`src/rtl/clk_en_gen_multi.sv`:
```
// clk_en_gen_multi: lock-filtered multi-channel clock-enable/duty generator (CLK_EN_GEN_LOCK_CNT_EN adds lock_loss_cnt)
module clk_en_gen_multi #(
  parameter int NUM_CH = 4,
  parameter int DIV_W = 10,
  parameter int LOCK_FILT = 16,
  parameter int DEF_RATIO = 2
) (
  input  logic              sys_clk,
  input  logic              sys_rst_n,
  input  logic              pll_lock,
  input  logic              cfg_wr,
  input  logic [2:0]        cfg_ch,
  input  logic [DIV_W-1:0]  cfg_ratio,
  input  logic [DIV_W-1:0]  cfg_duty,
  input  logic [DIV_W-1:0]  cfg_phase,
  input  logic              cfg_apply,
  input  logic              clr_lost,
  output logic [NUM_CH-1:0] clk_en,
  output logic [NUM_CH-1:0] clk_lvl,
  output logic              running,
  output logic              lock_lost
`ifdef CLK_EN_GEN_LOCK_CNT_EN
  ,
  output logic [15:0]       lock_loss_cnt
`endif
);
  typedef enum logic [1:0] {IDLE, FILT, RUN, RELOAD} state_t;
  localparam int FW = $clog2(LOCK_FILT + 1);
  state_t state, state_n;
  logic lock_m, lock_s, apply_pend, drop, gate, load;
  logic [FW-1:0] filt_cnt;
  always_comb begin
    state_n = state;
    case (state)
      IDLE:    state_n = lock_s ? FILT : IDLE;
      FILT:    state_n = !lock_s ? IDLE : (filt_cnt == FW'(LOCK_FILT)) ? RUN : FILT;
      RUN:     state_n = !lock_s ? IDLE : apply_pend ? RELOAD : RUN;
      default: state_n = lock_s ? RUN : IDLE;
    endcase
    drop = (state == RUN || state == RELOAD) && !lock_s;
    gate = state == RUN && state_n == RUN;
    load = state == RELOAD || (state == FILT && state_n == RUN && apply_pend);
  end
  always_ff @(posedge sys_clk) begin
    if (!sys_rst_n) begin
      state <= IDLE;
      lock_m <= 1'b0;
      lock_s <= 1'b0;
      filt_cnt <= '0;
      apply_pend <= 1'b0;
      running <= 1'b0;
      lock_lost <= 1'b0;
    end else begin
      lock_m <= pll_lock;
      lock_s <= lock_m;
      state <= state_n;
      filt_cnt <= state_n != FILT ? '0 : state == FILT ? filt_cnt + FW'(1) : FW'(1);
      apply_pend <= cfg_apply | (apply_pend & ~load);
      running <= state_n == RUN;
      lock_lost <= drop | (lock_lost & ~clr_lost);
    end
  end
`ifdef CLK_EN_GEN_LOCK_CNT_EN
  always_ff @(posedge sys_clk) begin
    if (!sys_rst_n)
      lock_loss_cnt <= '0;
    else if (drop)
      lock_loss_cnt <= lock_loss_cnt == 16'hFFFF ? lock_loss_cnt : lock_loss_cnt + 16'd1;
    else if (clr_lost)
      lock_loss_cnt <= '0;
  end
`endif
  for (genvar i = 0; i < NUM_CH; i++) begin : g_ch
    logic [DIV_W-1:0] sh_ratio, sh_duty, sh_phase, ratio, duty, phase, cnt, ratio_e, phase_e;
    logic en, lvl;
    always_comb begin
      ratio_e = ratio == '0 ? DIV_W'(1) : ratio;
      phase_e = phase > ratio_e - DIV_W'(1) ? ratio_e - DIV_W'(1) : phase;
    end
    always_ff @(posedge sys_clk) begin
      if (!sys_rst_n) begin
        sh_ratio <= DIV_W'(DEF_RATIO);
        sh_duty <= DIV_W'(DEF_RATIO / 2);
        sh_phase <= '0;
        ratio <= DIV_W'(DEF_RATIO);
        duty <= DIV_W'(DEF_RATIO / 2);
        phase <= '0;
        cnt <= '0;
        en <= 1'b0;
        lvl <= 1'b0;
      end else begin
        if (cfg_wr && int'(cfg_ch) == i) begin
          sh_ratio <= cfg_ratio;
          sh_duty <= cfg_duty;
          sh_phase <= cfg_phase;
        end
        if (load) begin
          ratio <= sh_ratio;
          duty <= sh_duty;
          phase <= sh_phase;
        end
        cnt <= !gate ? '0 : cnt == ratio_e - DIV_W'(1) ? '0 : cnt + DIV_W'(1);
        en <= gate && cnt == phase_e;
        lvl <= gate && cnt < duty;
      end
    end
    assign clk_en[i] = en;
    assign clk_lvl[i] = lvl;
  end
endmodule

```
`config.mk`:
```
export PLATFORM = sky130hd
export DESIGN_NAME = clk_en_gen_multi
export DESIGN_NICKNAME = d
export VERILOG_FILES = /design/src/rtl/clk_en_gen_multi.sv
export SDC_FILE = /design/constraint.sdc
export NUM_CORES = 1
export LEC_CHECK = 0
export BUFFER_PORTS_ARGS = -buffer_cell sky130_fd_sc_hd__clkbuf_2
export CORE_MARGIN = 2
export CORE_UTILIZATION = 35
export CTS_CLUSTER_SIZE = 16
export DETAILED_ROUTE_END_ITERATION = 8
export PLACE_DENSITY_LB_ADDON = 0.2
export SETUP_SLACK_MARGIN = 0.1
export SYNTH_ARGS = -nofsm -noshare
export SYNTH_HDL_FRONTEND = slang
export SYNTH_SLANG_ARGS = --single-unit
```
`constraint.sdc`:
```
create_clock -name sys_clk -period 12.7 [get_ports sys_clk]
set_clock_uncertainty 0.15 [all_clocks]
set_input_delay 1.905 -clock sys_clk [delete_from_list [all_inputs] [get_ports sys_clk]]
set_output_delay 1.905 -clock sys_clk [all_outputs]
set_load 0.05 [all_outputs]
```
After elaboration in Yosys (flattened, before gate mapping)
Cells that the tools add are included.
- register bits: 300
- input port bits: 39
- add/sub/neg operators: 9
- order comparisons: 8
- eq/ne operators: 17
- mux-type cells: 16
- bitwise gates (word level): 9
- reductions and logical operators: 31
- operator list (operator ; number):
    10-bit == test ; 8
    10-bit 2-to-1 mux ; 8
    10-bit by 1-bit adder with 10-bit output (second input constant) ; 4
    10-bit greater-than comparator ; 4
    10-bit zero test ; 4
    10-bit < comparator ; 4
    10-bit by 1-bit subtractor with 10-bit output (second input constant) ; 4
    1-bit logical AND ; 16
    3-bit OR reduction ; 5
    2-bit 2-to-1 mux ; 4
    2-bit == test (second input constant) ; 3
    3-bit == test (second input constant) ; 2
    2-bit one-hot mux with 3 select lines ; 1
    5-bit by 1-bit adder with 5-bit output (second input constant) ; 1
    5-bit == test (second input constant) ; 1
    1-bit inverter ; 5
    3-bit by 2-bit == test with 1-bit output (second input constant) ; 1
    3-bit zero test ; 1
    1-bit 2-to-1 mux ; 3
    1-bit AND ; 2
    2-bit by 1-bit == test with 1-bit output (second input constant) ; 1
    2-bit zero test ; 1
    1-bit logical OR ; 2
    2-bit by 1-bit inequality test with 1-bit output (second input constant) ; 1
    other kinds (3) ; 4

Logic depth before layout (Yosys ltp)
Gate-level depths: netlist of the first run.
- depth after elaboration: 11
- mapped depth: 16
- mapped depth without buffers: 15

Least setup slack after synthesis of the first run
No wires, ideal clock.
- path kind: register to register
- from: register g_ch[0].ratio[5]
- to: register g_ch[0].en
- arrival time: 3797 ps
- data required time: 12454 ps
- setup slack: 8657 ps
- cell stages (with the launch flop): 17
- buffers on the path: 1
- period minus slack after synthesis: 4043 ps
- path through: dfxtp_1 > clkbuf_2 > nor4_1 > and2_1 > a21oi_1 > ha_1 > or4b_2 > nor4_1 > xnor2_1 > ha_1 > nand4_1 > nor3_1 > a221oi_1 > a32oi_1 > nor4b_1 > o22ai_1 > nor4b_1
- cells in the longest elaborated chain, start to end: 7
- ends and longest elaborated chain (element ; RTL line ; RTL):
    start, declared ; 74 ; logic [DIV_W-1:0] sh_ratio, sh_duty, sh_phase, ratio, duty, phase, cnt, ratio_e, phase_e;
    start signal, assigned ; 85 ; ratio <= DIV_W'(DEF_RATIO);
    start signal, assigned ; 98 ; ratio <= sh_ratio;
    10-bit zero test ; 77 ; ratio_e = ratio == '0 ? DIV_W'(1) : ratio;
    10-bit 2-to-1 mux (*) ; 77 ;
    10-bit by 1-bit subtractor with 10-bit output (*) ; 78 ; phase_e = phase > ratio_e - DIV_W'(1) ? ratio_e - DIV_W'(1) : phase;
    10-bit greater-than comparator ; 78 ;
    10-bit 2-to-1 mux (*) ; 78 ;
    10-bit == test (*) ; 103 ; en <= gate && cnt == phase_e;
    1-bit logical AND (*) ; 103 ;
    end signal, assigned ; 103 ;
    end, declared ; 75 ; logic en, lvl;
Mark *: on every way between the ends. The rest lies on a longest branch, timed or not.
A chain may end at the register's enable or synchronous reset.

Worst setup path in the final report of the first run
Same ends and word-level chain as after synthesis.

==> results_tabular.tex, run 1 <==
\begin{tabular}{lr}
\hline
Metric & Value \\
\hline
\multicolumn{2}{l}{\textbf{Clock network}} \\
\quad CTS Root Cell & clkbuf\_16 \\
\quad Reg clk slew, reported paths & around 0.060 ns \\
\quad Number of buffers added to fix hold violations after cts & 0 \\
\quad Buffer count from post-CTS setup fixing & 0 \\
\quad Inserted Clock Buffers & 31 \\
\quad Total number of clock tree sinks & 300 \\
\quad Latest clock arrival within the worst-skew pair & around 0.6 ns \\
\quad CTS resizes & 0 \\
\quad CTS max path bufs & 3 \\
\quad Number of H-tree levels & 1 \\
\quad TritonCTS clock tree & built \\
\multicolumn{2}{l}{\textbf{Setup path}} \\
\quad Setup crit end kind & flop \\
\quad Delay of the slowest cell on the worst path & 0.63 ns \\
\quad Type of the setup path with the least slack & flop to flop \\
\quad Largest delay share family, worst path & simple AND/OR/NAND/NOR gates \\
\quad Element type at the critical path start & flop \\
\quad Maximum fanout along the worst path & 7 \\
\quad Worst path cell trace & nor4\_1, and2\_1, a21oi\_1, ha\_1, or4b\_2, nor4\_1, xnor2\_1, ha\_1, nand4\_1, nor3\_1, a221oi\_1, a32oi\_1, nor4b\_1, o22ai\_1, nor4b\_1 \\
\quad Buf/Inv on CP & 0 \\
\quad Endpoint required time on the critical path & 13.03 ns \\
\quad Arrival time of data at the critical path endpoint & between 4 and 5 ns \\
\quad Cell with the largest stage delay on the worst path & or4b\_2 \\
\multicolumn{2}{l}{\textbf{Power}} \\
\quad Fraction of power consumed by the clock network & roughly half \\
\quad Combinational Power Share & under 10\% \\
\quad Leakage power figure & 0.00600 uW \\
\quad Switching power as a share of total power & around 22\% \\
\quad Max rail drop VDD & between 100 and 150 uV \\
\quad Internal Dissipation & $\sim$1500 uW \\
\quad Share of power burned in registers & 48.3\% \\
\quad Power dissipated by switching net loads & 441 uW \\
\quad Power per cell area & 119 mW/mm2 \\
\multicolumn{2}{l}{\textbf{Run}} \\
\quad Number of max-cap violations & 0 \\
\multicolumn{2}{l}{\textbf{STA}} \\
\quad Post-route setup TNS & 0 ns \\
\quad F\_max & roughly 220 MHz \\
\quad Setup violations, final & 0 \\
\quad Final hold slack & roughly 0.30 ns \\
\quad Crit path setup slack, layout & 8.06 ns \\
\quad Number of pins exceeding their max-slew limit in the final report & 0 \\
\quad Fin crit share & 36.5\% \\
\quad Setup repair after global routing missed its margin & no \\
\quad Transition time at the pin with the least slew margin & 1.26 ns \\
\quad Worst-case headroom to the max-slew limit & between 15 and 20\% \\
\quad Number of hold-slack violations in the final timing report & 0 \\
\quad Final period demand of the worst path & around 4.6 ns \\
\multicolumn{2}{l}{\textbf{Global route}} \\
\quad First-pass GRT wire length & 63.6 mm \\
\quad Vias in the first global route & $\sim$11k \\
\quad Grt total ovfl & 0 \\
\quad Total routing resource utilization after global routing & between 10\% and 20\% \\
\quad Largest net degree at the start of global routing & 155 \\
\quad Number of antenna violations at the first check in global routing & 1 \\
\multicolumn{2}{l}{\textbf{Yosys}} \\
\quad Synthesized cell area & between 0.015 and 0.02 mm2 \\
\quad Flop and latch count out of synthesis & 300 \\
\quad Leading area contributor after synthesis & dfxtp\_1 \\
\quad Cell count after synthesis & 1831 \\
\quad Post-synth EDFFs & 0 \\
\quad Portion of synthesized cell area occupied by the leading cell type & 40.0\% \\
\quad Sequential element share of the synthesized area & between 40 and 50\% \\
\quad Mean area per synthesized cell & $\sim$8.2 um2 \\
\quad Warnings from Yosys & 0 \\
\quad Most used flip-flop cell after synthesis & dfxtp\_1 \\
\quad Total nets after synthesis & between 1.5k and 2k \\
\quad Cell types occupying the most area after synthesis & dfxtp\_1, nand2\_1, a21boi\_0 \\
\quad Post-synth ARST share & 0\% \\
\quad Number of distinct standard cells referenced by the synthesized netlist & 71 \\
\multicolumn{2}{l}{\textbf{Placement}} \\
\quad Worst setup slack after placement & between 8 and 9 ns \\
\quad Placed wire-length estimate after detailed placement & between 20 and 30 mm \\
\quad Number of cells after detailed placement & approximately 2.3k \\
\quad Area of placed instances & about 0.016 mm2 \\
\quad IO Port Bufs & between 40 and 50 \\
\quad Final Wtd Congestion & between 0.8 and 0.9 \\
\multicolumn{2}{l}{\textbf{Floorplan}} \\
\quad X dimension of the die & between 200 and 250 um \\
\quad Area of the die & between 0.04 and 0.05 mm2 \\
\quad Overall die height & 211 um \\
\quad Area of the core region & 0.0421 mm2 \\
\quad Std-Cell Rows & 75 \\
\quad Number of top-level pins & just under 50 \\
\quad Starting density of the core & around 36\% \\
\multicolumn{2}{l}{\textbf{Finish}} \\
\quad Number of nets in the final layout & just under 2k \\
\quad Final cell count without fillers & $\sim$2.4k \\
\quad \# fillers & 4316 \\
\quad Fraction of final layout cells with drive strength greater than 1 & about 7\% \\
\quad Leading cell types in the layout, fill and taps excluded & nand2\_1, dfxtp\_1, a21boi\_0, ha\_1, nor2\_1 \\
\quad Footprint of the flip-flops and latches & $\sim$0.006 mm2 \\
\quad Most common cell after layout, fill and taps aside & nand2\_1 \\
\quad Area occupied by multi-input gates & 0.00822 mm2 \\
\quad Layout-stage area growth over the synthesis result & 10.5\% \\
\quad Diodes inserted & 0 \\
\quad Fin area & 0.0166 mm2 \\
\multicolumn{2}{l}{\textbf{Drt}} \\
\quad Overall routed net length & about 40 mm \\
\quad DRC viols & 0 \\
\quad Initial DRC count & slightly below 700 \\
\quad DR pass1 iterations & 5 \\
\quad Average detailed-routed wire length per instance & about 17 um \\
\quad Drt via density & approximately 5 \\
\quad Antenna violation net count after detailed routing & 0 \\
\quad Vias & 11.8k \\
\multicolumn{2}{l}{\textbf{Run status}} \\
\quad Run status & completed \\
\multicolumn{2}{l}{\textbf{Worst hold path}} \\
\quad Class of the tightest hold or removal check & flop to flop \\
\hline
\end{tabular}
==> per-layer routing <==
metal | part of all wire (%) | vias to the layer above | GRT usage (%)
met3 | 3.4 | 57 | 2.11
met4 | 2.6 | 0 | 5.05
li1 | - | 6052 | -
met2 | 43 | 185 | 28.7
met5 | 0 | - | 0
met1 | 51 | 5536 | 25.8
==> synthesized netlist by cell type, types with 3 or more instances <==
cell type and instances:
a311oi_1 3, mux2i_1 11, nor2b_1 7, buf_6 3, nor3b_1 6, nor3_1 28, and3_1 11, a221oi_1 4
a211o_1 4, or3_1 6, inv_1 80, a21oi_1 24, o31ai_1 3, o21a_1 4, xor2_1 40, dfxtp_1 300
nand2_1 501, a21o_1 27, a21boi_0 225, nand4_1 12, o211ai_1 8, a211oi_1 8, buf_4 8, a31oi_1 11
and2_1 10, nand3_1 43, nor2_1 85, nor4b_1 4, or2_2 3, o21ai_0 18, xnor2_1 74, nor4_1 13
xnor3_1 3, clkbuf_1 90, nand2b_1 11, ha_1 86, o22ai_1 5, buf_1 8, and4_1 3
==> worst reg2reg max path, stage by stage (launching register included) <==
cell and delay (ns):
dfxtp_1 0.46, nor4_1 0.16, and2_1 0.19, a21oi_1 0.19, ha_1 0.23, or4b_2 0.63, nor4_1 0.39, xnor2_1 0.14
ha_1 0.31, nand4_1 0.12, nor3_1 0.25, a221oi_1 0.11, a32oi_1 0.46, nor4b_1 0.34, o22ai_1 0.14, nor4b_1 0.26
==> kinds of logic (layout without fill, tap and decap cells) <==
| kind of cell | Yosys count | in the layout | share of synthesized area [%] |
|---|---|---|---|
| XOR/XNOR | 117 | 117 | 7.10 |
| multiplexers | 12 | 12 | 0.884 |
| AND/OR/NAND/NOR | 757 | 757 | 21.7 |
| flip-flops | 300 | 300 | 40.0 |
| adder cells (fa/ha/maj) | 86 | 86 | 7.17 |
| buffers and inverters | 195 | 194 | 5.37 |
| AO/OA/AOI/OAI | 364 | 364 | 17.8 |
==> power groups by stage <==
stage | clock [uW] | combinational (uW) | sequential, uW
finish | 960 | 60.1 | 955
global route | 1020 | 65.1 | 955
CTS | 986 | 60.6 | 954
detailed placement | 0 | 60.4 | 975
global placement | 0 | 59.9 | 975
floorplan | 0 | 30.6 | 974
==> cell type report <==
| type | instances | area share (%) |
|---|---|---|
| multi-input cells | 1336 | 49.6 |
| flip-flops and latches | 300 | 36.2 |
| clock buffers | 47 | 5.58 |
| well taps | 539 | 4.07 |
| repair buffers | 56 | 1.85 |
| inverters | 80 | 1.81 |
| clock inverters | 11 | 0.913 |
==> worst paths after layout <==
path | from | to | slack [ns] | depth (start not counted)
worst min-delay path | g_ch[2].sh_ratio[6]$_SDFFE_PN0P_ | g_ch[2].ratio[6]$_SDFFE_PN0P_ | 0.30 | 2
worst max register to register | g_ch[0].ratio[5]$_SDFFE_PN0P_ | g_ch[0].en$_SDFF_PN0_ | 8.06 | 15
worst max-delay path | g_ch[0].ratio[5]$_SDFFE_PN0P_ | g_ch[0].en$_SDFF_PN0_ | 8.06 | 15
worst min register to register | g_ch[2].sh_ratio[6]$_SDFFE_PN0P_ | g_ch[2].ratio[6]$_SDFFE_PN0P_ | 0.30 | 2
==> registers in the layout (all words and copies together), names as in the netlist <==
register	flops
lock_lost	1
g_ch.sh_duty	40
state	2
lock_m	1
g_ch.sh_phase	40
running	1
filt_cnt	5
g_ch.sh_ratio	40
g_ch.en	4
g_ch.phase	40
lock_s	1
g_ch.duty	40
g_ch.lvl	4
apply_pend	1
g_ch.ratio	40
g_ch.cnt	40
==> stage by stage <==
step	total power, uW	util, %
after floorplan	1000	-
after global placement	1040	36.8
after detailed placement	1040	36.8
after CTS	2000	39.4
after global routing	2040	39.4
final	1980	39.4
(Power assumes the default switching activity.)
==> run 2: changes to the inputs <==
--- a/config.mk
+++ b/config.mk
@@ -5,6 +5,7 @@
 export SDC_FILE = /design/constraint.sdc
 export NUM_CORES = 1
 export LEC_CHECK = 0
+export ABC_AREA = 1
 export BUFFER_PORTS_ARGS = -buffer_cell sky130_fd_sc_hd__clkbuf_2
 export CORE_MARGIN = 2
 export CORE_UTILIZATION = 35
==> constraint.sdc (replaced) <==
create_clock -name sys_clk -period 3.81 [get_ports sys_clk]
set_clock_uncertainty 0.15 [all_clocks]
set_input_delay 0.5715 -clock sys_clk [delete_from_list [all_inputs] [get_ports sys_clk]]
set_output_delay 0.5715 -clock sys_clk [all_outputs]
set_load 0.05 [all_outputs]
==> run 2 against run 1 <==
Setup slack got worse by 7.6 ns. Combinational power increased to 3.7 times the previous value. Sequential share of layout area decreased by 0.69 points. Sequential power grew to 3.4 times the previous value. Total power increased to 3.5 times the previous value. Utilization rose by 0.78 points. Final cell count grew 9.6%. Via count rose by 6.4%. Area after synthesis barely moved.
==> results_tabular.tex, run 2 <==
\begin{tabular}{lr}
\hline
Metric & Value \\
\hline
\multicolumn{2}{l}{\textbf{Yosys}} \\
\quad Most instantiated cells after synthesis & nand2\_1, dfxtp\_1, inv\_1, a21oi\_1, o21ai\_0 \\
\quad Multiplexer share of the synthesized area & 0\% \\
\quad Total nets after synthesis & $\sim$2.1k \\
\quad Sequential element share of the synthesized area & around two fifths \\
\quad Area fraction in compound gates after synthesis & 18.3\% \\
\quad Post-synthesis adder-cell area fraction & under 10\% \\
\quad Number of distinct standard cells referenced by the synthesized netlist & 44 \\
\quad Most instantiated library cell after synthesis & nand2\_1 \\
\quad Post-synth EDFFs & 0 \\
\quad Portion of synthesized cell area occupied by the leading cell type & 40.0\% \\
\quad Combinational family with the most area after synthesis & simple AND/OR/NAND/NOR gates \\
\quad Synthesized cell area & approximately 0.015 mm2 \\
\quad Xor and xnor fraction of the mapped netlist area & roughly 5.4\% \\
\quad Most used flip-flop cell after synthesis & dfxtp\_1 \\
\quad Post-synth ARST share & 0\% \\
\quad Mean area per synthesized cell & about 7.4 um2 \\
\quad Warnings from Yosys & 0 \\
\quad Leading area contributor after synthesis & dfxtp\_1 \\
\quad Flop and latch count out of synthesis & 300 \\
\quad Cell count after synthesis & 2024 \\
\quad Post-synthesis simple-gate area fraction & roughly a fifth \\
\quad Cell types occupying the most area after synthesis & dfxtp\_1, a21oi\_1, o21ai\_0 \\
\multicolumn{2}{l}{\textbf{Placement}} \\
\quad Placed wire-length estimate after detailed placement & roughly 28 mm \\
\quad IO Port Bufs & 48 \\
\quad Final Wtd Congestion & $\sim$0.88 \\
\multicolumn{2}{l}{\textbf{STA}} \\
\quad Final period demand of the worst path & 3.35 ns \\
\quad Number of pins exceeding their max-slew limit in the final report & 0 \\
\quad Post-route setup TNS & 0 ns \\
\quad F\_max & 298 MHz \\
\quad Setup repair after global routing missed its margin & yes \\
\quad Final hold slack & 0.0862 ns \\
\quad Number of hold-slack violations in the final timing report & 0 \\
\quad Fin crit share & 88.0\% \\
\quad Worst-case headroom to the max-slew limit & between 20\% and 30\% \\
\quad Setup violations, final & 0 \\
\quad Transition time at the pin with the least slew margin & 1.07 ns \\
\multicolumn{2}{l}{\textbf{Setup path}} \\
\quad Setup crit end kind & flop \\
\quad Element type at the critical path start & flop \\
\quad Capturing point of the worst reg2reg path & g\_ch[2].en\$\_SDFF\_PN0\_ \\
\quad Delay of the slowest cell on the worst path & between 0.4 and 0.5 ns \\
\quad Buf/Inv on CP & 4 \\
\quad Library cell appearing most often on the critical path & nand2\_1 \\
\quad Worst path cell trace & inv\_2, nand2\_2, nor2\_4, a21oi\_4, ha\_1, nand3\_4, inv\_2, nand4\_1, nand2\_1, inv\_1, ha\_1, nand2\_1, nor2\_2, nand3\_1, nand3\_2, nand2\_4, inv\_1, nand2\_1, nand2\_1, nor2\_1, nor3\_1, nand3\_1, nor2\_1 \\
\quad Worst r2r path cells & 23 \\
\quad Largest delay share family, worst path & simple AND/OR/NAND/NOR gates \\
\quad Arrival time of data at the critical path endpoint & around 3.7 ns \\
\quad FF-to-FF Start & g\_ch[2].ratio[4]\$\_SDFFE\_PN0P\_ \\
\quad Type of the setup path with the least slack & flop to flop \\
\quad Register-to-Register Setup Slack & between 0.4 and 0.5 ns \\
\quad Endpoint required time on the critical path & a little over 4 ns \\
\quad Maximum fanout along the worst path & 12 \\
\quad Cell with the largest stage delay on the worst path & dfxtp\_1 \\
\multicolumn{2}{l}{\textbf{Finish}} \\
\quad Fraction of final layout cells with drive strength greater than 1 & 10.6\% \\
\quad Most common cell after layout, fill and taps aside & nand2\_1 \\
\quad Number of nets in the final layout & approximately 2.2k \\
\quad Layout-stage area growth over the synthesis result & 12.8\% \\
\quad Leading cell types in the layout, fill and taps excluded & nand2\_1, dfxtp\_1, inv\_1, a21oi\_1, o21ai\_0 \\
\quad Final cell utilization of the core & between 40\% and 50\% \\
\quad Diodes inserted & 0 \\
\multicolumn{2}{l}{\textbf{Floorplan}} \\
\quad Starting density of the core & a little over a third \\
\quad Std-Cell Rows & 75 \\
\quad Number of top-level pins & 49 \\
\quad Overall die height & roughly 210 um \\
\quad Area of the core region & roughly 0.042 mm2 \\
\quad X dimension of the die & $\sim$210 um \\
\quad Area of the die & between 0.04 and 0.05 mm2 \\
\multicolumn{2}{l}{\textbf{Global route}} \\
\quad Largest net degree at the start of global routing & 241 \\
\quad Number of antenna violations at the first check in global routing & 1 \\
\quad Vias in the first global route & $\sim$12k \\
\quad Grt total ovfl & 0 \\
\quad First-pass GRT wire length & around 65 mm \\
\quad Total routing resource utilization after global routing & a little under a fifth \\
\multicolumn{2}{l}{\textbf{Clock network}} \\
\quad Reg clk slew, reported paths & around 0.06 ns \\
\quad CTS Root Cell & clkbuf\_16 \\
\quad Number of H-tree levels & 2 \\
\quad Number of buffers added to fix hold violations after cts & 0 \\
\quad TritonCTS clock tree & built \\
\quad Latest clock arrival within the worst-skew pair & around 0.54 ns \\
\quad Inserted Clock Buffers & 36 \\
\quad CTS max path bufs & 3 \\
\quad Total number of clock tree sinks & 300 \\
\multicolumn{2}{l}{\textbf{Power}} \\
\quad Leakage power figure & about 0.007 uW \\
\quad Power dissipated by switching net loads & 1540 uW \\
\quad Share of power burned in registers & 46.7\% \\
\quad Max rail drop VDD & between 300 and 400 uV \\
\quad Internal Dissipation & around 5300 uW \\
\quad Switching power as a share of total power & 22.4\% \\
\quad Fraction of power consumed by the clock network & approximately 50\% \\
\quad Combinational Power Share & approximately 3.3\% \\
\quad Power per cell area & 405 mW/mm2 \\
\multicolumn{2}{l}{\textbf{Drt}} \\
\quad Drt via density & around 4.8 \\
\quad Vias & between 10k and 15k \\
\quad DR pass1 iterations & 7 \\
\quad Antenna violation net count after detailed routing & 0 \\
\quad DRC viols & 0 \\
\quad Average detailed-routed wire length per instance & 15.5 um \\
\quad Overall routed net length & between 40 and 50 mm \\
\quad Initial DRC count & 899 \\
\multicolumn{2}{l}{\textbf{Run}} \\
\quad Number of max-cap violations & 0 \\
\multicolumn{2}{l}{\textbf{Worst hold path}} \\
\quad Capture endpoint of the worst hold path & lock\_m\$\_SDFF\_PN0\_ \\
\quad Startpoint of the tightest hold check path & pll\_lock \\
\quad WHS Path Cells & 3 \\
\quad Class of the tightest hold or removal check & primary input to flop \\
\multicolumn{2}{l}{\textbf{Run status}} \\
\quad Run status & completed \\
\hline
\end{tabular}
==> run 2: changes by cell type after synthesis, sizes merged, moves of 23 or more <==
| cell | change |
|---|---|
| o21ai | +223 |
| a21o | -23 |
| nand2 | -177 |
| nor2 | +50 |
| a21boi | -222 |
| xnor2 | -48 |
| nand3 | +73 |
| inv | +229 |
| a21oi | +239 |
==> run 2: worst reg2reg max path: stages (launching register included) <==
cell and delay [ns]:
dfxtp_1 0.41, inv_2 0.08, nand2_2 0.09, nor2_4 0.05, a21oi_4 0.23, ha_1 0.27, nand3_4 0.12, inv_2 0.07
nand4_1 0.07, nand2_1 0.14, inv_1 0.06, ha_1 0.27, nand2_1 0.06, nor2_2 0.12, nand3_1 0.12, nand3_2 0.16
nand2_4 0.12, inv_1 0.15, nand2_1 0.08, nand2_1 0.08, nor2_1 0.04, nor3_1 0.15, nand3_1 0.11, nor2_1 0.10
==> run 2: cells by family after synthesis <==
| kind of cell | after synthesis |
|---|---|
| AOI/OAI and AO/OA | 531 |
| DFF | 300 |
| and+or+nand+nor | 623 |
| xor gates and xnor gates | 85 |
| buffers and inverters | 399 |
| adders and majority gates | 86 |
==> run 2: final cells by class <==
class	count	area, um2
multi-input combinational	1326	7510
clock buffer	45	1010
sequential	300	6010
tap	539	674
fill	4337	25200
clock inverter	15	169
inverter	309	1160
timing repair buffer	62	389
==> run 2: metal layers <==
metal  vias up  track usage [%]  routed length (um)
met5         -                0                   0
met4         0             4.74                 801
met3        48             2.94                1310
met2       176             29.8               18100
met1      5775             25.6               20000
li1       6591                -                   -
==> run 2: what timing repair did <==
| action | CTS | global route |
|---|---|---|
| gates resized for setup | 0 | 13 |
| endpoints found under the setup margin | 0 | 3 |
| setup buffers | 0 | 1 |
| endpoints found under the hold margin | 0 | 0 |
==> run 2: power groups by stage <==
stage	Combinational [uW]	Clock, uW	Sequential [uW]
final	224	3430	3200
after global routing	250	3660	3200
after CTS	225	3530	3200
after detailed placement	224	0	3270
after global placement	222	0	3270
after floorplan	121	0	3260
==> run 2: how the worst max path moves through the flow <==
stage                            endpoint                           from  slack [ns]  depth (start not counted)
floorplan           g_ch[3].en$_SDFF_PN0_  g_ch[3].ratio[5]$_SDFFE_PN0P_        0.74                         21
global placement    g_ch[0].en$_SDFF_PN0_  g_ch[0].ratio[8]$_SDFFE_PN0P_        0.41                         23
detailed placement  g_ch[3].en$_SDFF_PN0_  g_ch[3].ratio[5]$_SDFFE_PN0P_        0.32                         20
CTS                 g_ch[3].en$_SDFF_PN0_  g_ch[3].ratio[5]$_SDFFE_PN0P_        0.29                         20
global route        g_ch[2].en$_SDFF_PN0_  g_ch[2].ratio[4]$_SDFFE_PN0P_        0.07                         23
finish              g_ch[2].en$_SDFF_PN0_  g_ch[2].ratio[4]$_SDFFE_PN0P_        0.46                         23
==> run 2: stage by stage <==
stage	setup WS (ns)	total power (uW)	instances	instance area [um2]
final	0.457	6850	2596	16900
after global routing	0.0733	7110	2596	16900
after CTS	0.293	6950	2594	16900
after detailed placement	0.316	3490	2534	15700
after global placement	0.405	3490	2534	15700
after floorplan	0.735	3380	2024	15000
